[src/rtl/clint_wb_arbiter.sv]
// Two-master Wishbone classic arbiter in front of the CLINT slave port.
// Round-robin grant at cycle boundaries, with a bus-timeout watchdog that errors a hung transfer.
module clint_wb_arbiter #(
    parameter int unsigned TIMEOUT_CYCLES = 255,
    parameter int unsigned TO_W           = 8
) (
    input  logic        clk_i,
    input  logic        rst_i,
    input  logic        m0_cyc_i,
    input  logic        m0_stb_i,
    input  logic [31:0] m0_adr_i,
    input  logic        m0_we_i,
    input  logic [3:0]  m0_sel_i,
    input  logic [31:0] m0_dat_i,
    output logic [31:0] m0_dat_o,
    output logic        m0_ack_o,
    output logic        m0_err_o,
    input  logic        m1_cyc_i,
    input  logic        m1_stb_i,
    input  logic [31:0] m1_adr_i,
    input  logic        m1_we_i,
    input  logic [3:0]  m1_sel_i,
    input  logic [31:0] m1_dat_i,
    output logic [31:0] m1_dat_o,
    output logic        m1_ack_o,
    output logic        m1_err_o,
    output logic        s_cyc_o,
    output logic        s_stb_o,
    output logic [31:0] s_adr_o,
    output logic        s_we_o,
    output logic [3:0]  s_sel_o,
    output logic [31:0] s_dat_o,
    input  logic [31:0] s_dat_i,
    input  logic        s_ack_i
);

    localparam logic [TO_W-1:0] TO_LIM = TO_W'(TIMEOUT_CYCLES);

    typedef enum logic [1:0] {
        IDLE = 2'd0,
        GNT0 = 2'd1,
        GNT1 = 2'd2,
        ERRW = 2'd3
    } state_e;

    state_e          state_q, state_d;
    logic            last_grant_q, last_grant_d;
    logic [TO_W-1:0] to_cnt_q, to_cnt_d;
    logic            stb_c;
    logic            timeout_c;

    // State, grant history and watchdog counter
    always_ff @(posedge clk_i) begin
        if (rst_i) begin
            state_q      <= IDLE;
            last_grant_q <= 1'b1;
            to_cnt_q     <= '0;
        end else begin
            state_q      <= state_d;
            last_grant_q <= last_grant_d;
            to_cnt_q     <= to_cnt_d;
        end
    end

    // Grant decision, slave-side mux and response routing
    always_comb begin
        state_d      = state_q;
        last_grant_d = last_grant_q;
        to_cnt_d     = '0;
        s_cyc_o      = 1'b0;
        s_stb_o      = 1'b0;
        s_adr_o      = '0;
        s_we_o       = 1'b0;
        s_sel_o      = '0;
        s_dat_o      = '0;
        m0_dat_o     = '0;
        m0_ack_o     = 1'b0;
        m0_err_o     = 1'b0;
        m1_dat_o     = '0;
        m1_ack_o     = 1'b0;
        m1_err_o     = 1'b0;
        stb_c        = 1'b0;
        timeout_c    = 1'b0;

        if (state_q == GNT0) begin
            s_cyc_o = m0_cyc_i;
            stb_c   = m0_stb_i;
            s_adr_o = m0_adr_i;
            s_we_o  = m0_we_i;
            s_sel_o = m0_sel_i;
            s_dat_o = m0_dat_i;
        end else if (state_q == GNT1) begin
            s_cyc_o = m1_cyc_i;
            stb_c   = m1_stb_i;
            s_adr_o = m1_adr_i;
            s_we_o  = m1_we_i;
            s_sel_o = m1_sel_i;
            s_dat_o = m1_dat_i;
        end
        s_stb_o = stb_c;

        // Error fires on the stb cycle that would bring the count up to the limit; ack wins a tie
        timeout_c = (TIMEOUT_CYCLES != 0) && stb_c && !s_ack_i &&
                    (to_cnt_q == TO_LIM - TO_W'(1));
        if (stb_c && !s_ack_i && !timeout_c) begin
            to_cnt_d = to_cnt_q + TO_W'(1);
        end

        case (state_q)
            IDLE: begin
                if (m0_cyc_i && (!m1_cyc_i || last_grant_q)) begin
                    state_d      = GNT0;
                    last_grant_d = 1'b0;
                end else if (m1_cyc_i) begin
                    state_d      = GNT1;
                    last_grant_d = 1'b1;
                end
            end
            GNT0: begin
                m0_dat_o = s_dat_i;
                m0_ack_o = s_ack_i && !timeout_c;
                m0_err_o = timeout_c;
                if (timeout_c) begin
                    state_d = ERRW;
                end else if (!m0_cyc_i) begin
                    state_d = IDLE;
                end
            end
            GNT1: begin
                m1_dat_o = s_dat_i;
                m1_ack_o = s_ack_i && !timeout_c;
                m1_err_o = timeout_c;
                if (timeout_c) begin
                    state_d = ERRW;
                end else if (!m1_cyc_i) begin
                    state_d = IDLE;
                end
            end
            ERRW: begin
                // last_grant_q still names the master whose transfer timed out
                if (last_grant_q ? !m1_cyc_i : !m0_cyc_i) begin
                    state_d = IDLE;
                end
            end
            default: state_d = IDLE;
        endcase
    end

endmodule

[config.mk]
export PLATFORM = sky130hd
export DESIGN_NAME = clint_wb_arbiter
export DESIGN_NICKNAME = d
export VERILOG_FILES = /design/src/rtl/clint_wb_arbiter.sv
export SDC_FILE = /design/constraint.sdc
export NUM_CORES = 1
export LEC_CHECK = 0
export BUFFER_PORTS_ARGS = -buffer_cell sky130_fd_sc_hd__buf_2
export CAP_MARGIN = 5
export CORE_AREA = 3 3 123 125
export DETAILED_ROUTE_END_ITERATION = 6
export DIE_AREA = 0 0 126 128
export PLACE_DENSITY = 0.54
export SYNTH_ARGS = -nofsm -noshare
export SYNTH_HDL_FRONTEND = slang
export SYNTH_SLANG_ARGS = --single-unit
export TNS_END_PERCENT = 10
[constraint.sdc]
create_clock -name clk_i -period 2.63 [get_ports clk_i]
set_clock_uncertainty 0.2 [all_clocks]
set_input_delay 0.526 -clock clk_i [delete_from_list [all_inputs] [get_ports clk_i]]
set_output_delay 0.526 -clock clk_i [all_outputs]
set_load 0.05 [all_outputs]
After elaboration in Yosys (flattened, before gate mapping):

Cells that the tools add are included.

* register bits: 11
* latch bits: 0
* RAM bits: 0
* memory bits (read-only): 0
* bits of input ports: 177
* output and inout bits: 139
* word-level logic and storage cells: 57
* memories kept: 0

* add/subtract/negate cells: 1
* $mul: 0
* div/mod/pow operators: 0
* magnitude comparators: 0
* eq/ne operators: 8
* shift operators: 0
* multiplexer cells: 29
* bitwise gates (word level): 1
* reductions and logical operators: 15

Operators with widths (number)
* $mux W32: 6
* $mux W2: 7
* $mux W1: 13
* $ne A3 B3 Y1 const B: 3
* $add A8 B1 Y8 const B: 1
* $eq A8 B8 Y1 const B: 1
* $mux W4: 2
* $pmux W2 S4: 1
* $logic_and A1 B1 Y1: 5
* $eq A2 B2 Y1 const B: 2
* $logic_not A1 Y1: 4
* $reduce_and A4 Y1: 1
* $eq A2 B1 Y1 const B: 1
* $logic_not A2 Y1: 1
* $ne A2 B2 Y1 const B: 1
* $reduce_and A2 Y1: 1
* $reduce_bool A2 Y1: 1
* $reduce_or A2 Y1: 1
* $logic_or A1 B1 Y1: 1
* $not A1 Y1: 1

Logic depth before layout (Yosys ltp):

* depth after elaboration: 9
* gate-level depth with buffers: 8
* gate-level depth less buffers: 7

Worst setup path before layout:

Ideal clock, no wire load.

* path kind: register to output
* start: register state_q[0]
* end: output s_adr_o[0]
* arrival: 2.332 ns
* required time: 1.904 ns
* path slack: -0.428 ns
* cell stages (with the launch flop): 7
* path buffers: 2
* cells stage by stage: dfxtp_1 -> inv_1 -> ha_1 -> clkbuf_1 -> clkbuf_1 -> nand2_1 -> o21ai_0

* word-level cells in the longest chain between the ends: 3
* elaborated cells on any way between the ends: 4
* those cells by class: eq/ne (2); mux (2)

Ends and longest elaborated chain
* from (decl): line 46 `state_e state_q, state_d;`
* from (signal assigned): line 59 `state_q <= state_d;`
* $eq A2 B2 Y1: line 92 `end else if (state_q == GNT1) begin`
* $mux W32: line 92
* $mux W32 *: line 85 `if (state_q == GNT0) begin`
* to (decl): line 29 `output logic [31:0] s_adr_o,`

Every way passes the cells marked *; elsewhere a longest branch is shown, timed or not.

Worst setup path after layout:

* start: register state_q[0]
* end: output s_sel_o[1]

* word-level cells in the longest chain between the ends: 3
* elaborated cells on any way between the ends: 4
* those cells by class: eq/ne (2); mux (2)

Ends and longest elaborated chain
* $eq A2 B2 Y1: line 92
* $mux W4: line 92
* $mux W4 *: line 85
* to (decl): line 31 `output logic [3:0] s_sel_o,`

Marks and branches as above.

==> impl_metrics.env <==
export IMPL_setup_viol=0
export IMPL_cts_buffers=3
export IMPL_antenna_found_initial=0
export IMPL_synthFlopType="dfxtp_1"
export IMPL_grt_max_degree=93
export IMPL_drc=0
export IMPL_syn2layout_area_growth_pct=92.7
export IMPL_reg2reg_depth=7
export IMPL_period_share_pct=94.4
export IMPL_wire_per_inst_um=11.7
export IMPL_seq_area_frac_synth_pct=10.6
export IMPL_synth_cells=370
export IMPL_crit_type="flop to primary output"
export IMPL_clockRootBuffer="clkbuf_16"
export IMPL_p_leak_nw=2.28
export IMPL_dr_first_iter_drc_count=142
export IMPL_clock_path_buffers=2
export IMPL_reg2reg_slack_ps=700
export IMPL_timing_setup_tns_ps=0
export IMPL_syn_avg_cell_area_um2=5.59
export IMPL_dp_cells=841
export IMPL_insertion_delay_ps=240
export IMPL_num_vias=3318
export IMPL_worstPathArrival_ps=1760
export IMPL_diodes=0
export IMPL_worst_pin_slew_ps=383
export IMPL_maxCapViolations=0
export IMPL_required_ps=1900
export IMPL_synth_fp_nets=554
export IMPL_place_ws_ps=241
export IMPL_fin_nets=850
export IMPL_finalWorstSetupSlack_ps=147
export IMPL_num_fill_cells=1579
export IMPL_num_io_pins=316
export IMPL_layout_cells_non_filler=845
export IMPL_layout_common_cells="buf_2, nand2_1, and2_1, o21ai_1"
export IMPL_crit_start="state_q[0]"
export IMPL_synthArstFlopShare_pct=0
export IMPL_final_cell_area_um2=3990
export IMPL_cp_slowest_stage_delay_ps=440
export IMPL_grt_overflow=0
export IMPL_powerDensity_nw_per_um2=1330
export IMPL_clk_pin_slew_ps=40
export IMPL_path_depth=5
export IMPL_synth_edf_count=0
export IMPL_slew_limit_headroom_pct=74.5
export IMPL_synth_cell_types=32
export IMPL_cts_tree="yes"
export IMPL_holdBufCountCts=0
export IMPL_dr_pass1_iters=4
export IMPL_hold_viol=0
export IMPL_cp_top_family="buffers and inverters"
export IMPL_io_buffers=315
export IMPL_drtAntennaViolNets=0
export IMPL_crit_buf_inv=2
export IMPL_worst_path_max_fanout=92
export IMPL_cts_sinks=11
export IMPL_die_x_um=126
export IMPL_syn_area_um2=2070
export IMPL_fin_util_pct=28.5
export IMPL_critPathCaptureType="primary output"
export IMPL_cp_endpoint="s_sel_o[1]"
export IMPL_finalPower_mw=5.30
export IMPL_critPathSlowestCell="dfxtp_1"
export IMPL_crit_chain="ha_4 > buf_16 > nand2_1 > o21ai_1 > buf_2"
export IMPL_gp_congestion=0.769
export IMPL_grt_pass1_vias=2917
export IMPL_cts_max_level=1
export IMPL_post_dp_hpwl_um=8400
export IMPL_ys_ff_latch=11
export IMPL_track_usage_pct=10.4
export IMPL_final_common_cell="buf_2"
export IMPL_viasPerCell=3.93
export IMPL_status="finished, final reports clean"
export IMPL_wirelength_um=9920
export IMPL_chipHeight_um=128
export IMPL_fin_hold_ws_ps=292
export IMPL_start_kind="flop"
export IMPL_core_um2=14000
export IMPL_die_area_um2=16100
export IMPL_holdCritPathClass="flop to flop"
export IMPL_drive_gt1_share_pct=51.4
export IMPL_num_rows=43
export IMPL_worstReg2RegStart="state_q[1]"
export IMPL_postPlaceCellArea_um2=3880
export IMPL_peakVddDrop_mv=0.662
export IMPL_post_route_min_period_ps=2480
export IMPL_grt_pass1_wl_um=14100
export IMPL_maxSlewViolCount=0
export IMPL_ys_warn_count=0
export IMPL_clock_fmax_mhz=403
export IMPL_reg2reg_to="state_q[0]"
export IMPL_start_util_pct=14.8
## cell usage after synthesis (all sizes together), types with 2 or more instances
master	number	area, um^2
nand2	136	510
and2	68	425
o21ai	68	344
clkbuf	23	86.3
dfxtp	11	220
nor2	10	37.5
buf	7	27.5
ha	7	87.6
inv	6	22.5
a22o	5	43.8
xor2	5	43.8
a21oi	4	31.3
nand3	4	20.0
and3	2	13.8
nand4	2	27.5
## state kept, by name, summed over array words and instances, names as in the netlist
name,count
last_grant_q,1
state_q,2
to_cnt_q,8
## routing by layer
| metal | wire length (um) | global-route usage (%) |
|---|---|---|
| met1 | 3960 | 12.8 |
| met2 | 5060 | 19.1 |
| met3 | 841 | 2.08 |
| met4 | 63 | 1.51 |
| met5 | 0 | 0 |
## worst reg2reg max path, cell delays in order (launching register included)
cell and delay, ps:
dfxtp_2 360, inv_1 100, ha_4 210, nand3b_4 180, a21o_1 210, o21ai_2 200
a21oi_1 110, a311oi_2 260
## worst min-delay path by stage
| stage | start | end | slack (ps) | depth (start not counted) |
|---|---|---|---|---|
| 3_3_place_gp | to_cnt_q[0] | to_cnt_q[0] | 280 | 1 |
| 5_1_grt | rst_i | state_q[0] | 300 | 2 |
| 2_1_floorplan | to_cnt_q[0] | to_cnt_q[0] | 250 | 1 |
| 6_report | to_cnt_q[0] | to_cnt_q[0] | 290 | 1 |
| 4_1_cts | to_cnt_q[0] | to_cnt_q[0] | 290 | 1 |
| 3_5_place_dp | to_cnt_q[0] | to_cnt_q[0] | 280 | 1 |
## kinds of logic (layout without fill, tap and decap cells)
| logic type | count (synthesis) | in the layout | share of synthesized area [%] |
|---|---|---|---|
| buf+inv | 36 | 331 | 6.59 |
| fa+ha+maj | 7 | 7 | 4.23 |
| xor+xnor | 6 | 6 | 2.54 |
| simple gates | 227 | 227 | 52.8 |
| mux | 1 | 1 | 0.544 |
| flops | 11 | 11 | 10.6 |
| compound gates | 82 | 82 | 22.7 |
## what timing repair did
item                       4_1_cts  5_1_grt
setup buffers                    0        0
setup endpoints to repair        5       26
resized for setup                2        7
## power breakdown
group,leakage (nW),internal (mW),switching [mW]
Sequential,0.0896,0.190,0.0297
Combinational,2.15,1.12,3.68
Clock,0.0382,0.204,0.0759
## layout make-up
| type | instances | area [um^2] | area share, % |
|---|---|---|---|
| clock buffers | 4 | 78.8 | 1.98 |
| multi-input cells | 323 | 1760 | 44.0 |
| flip-flops and latches | 11 | 221 | 5.56 |
| inverters | 6 | 22.5 | 0.565 |
| repair buffers | 321 | 1680 | 42.2 |
| well taps | 180 | 225 | 5.65 |
Note: power is estimated with default switching activity, not from simulation.
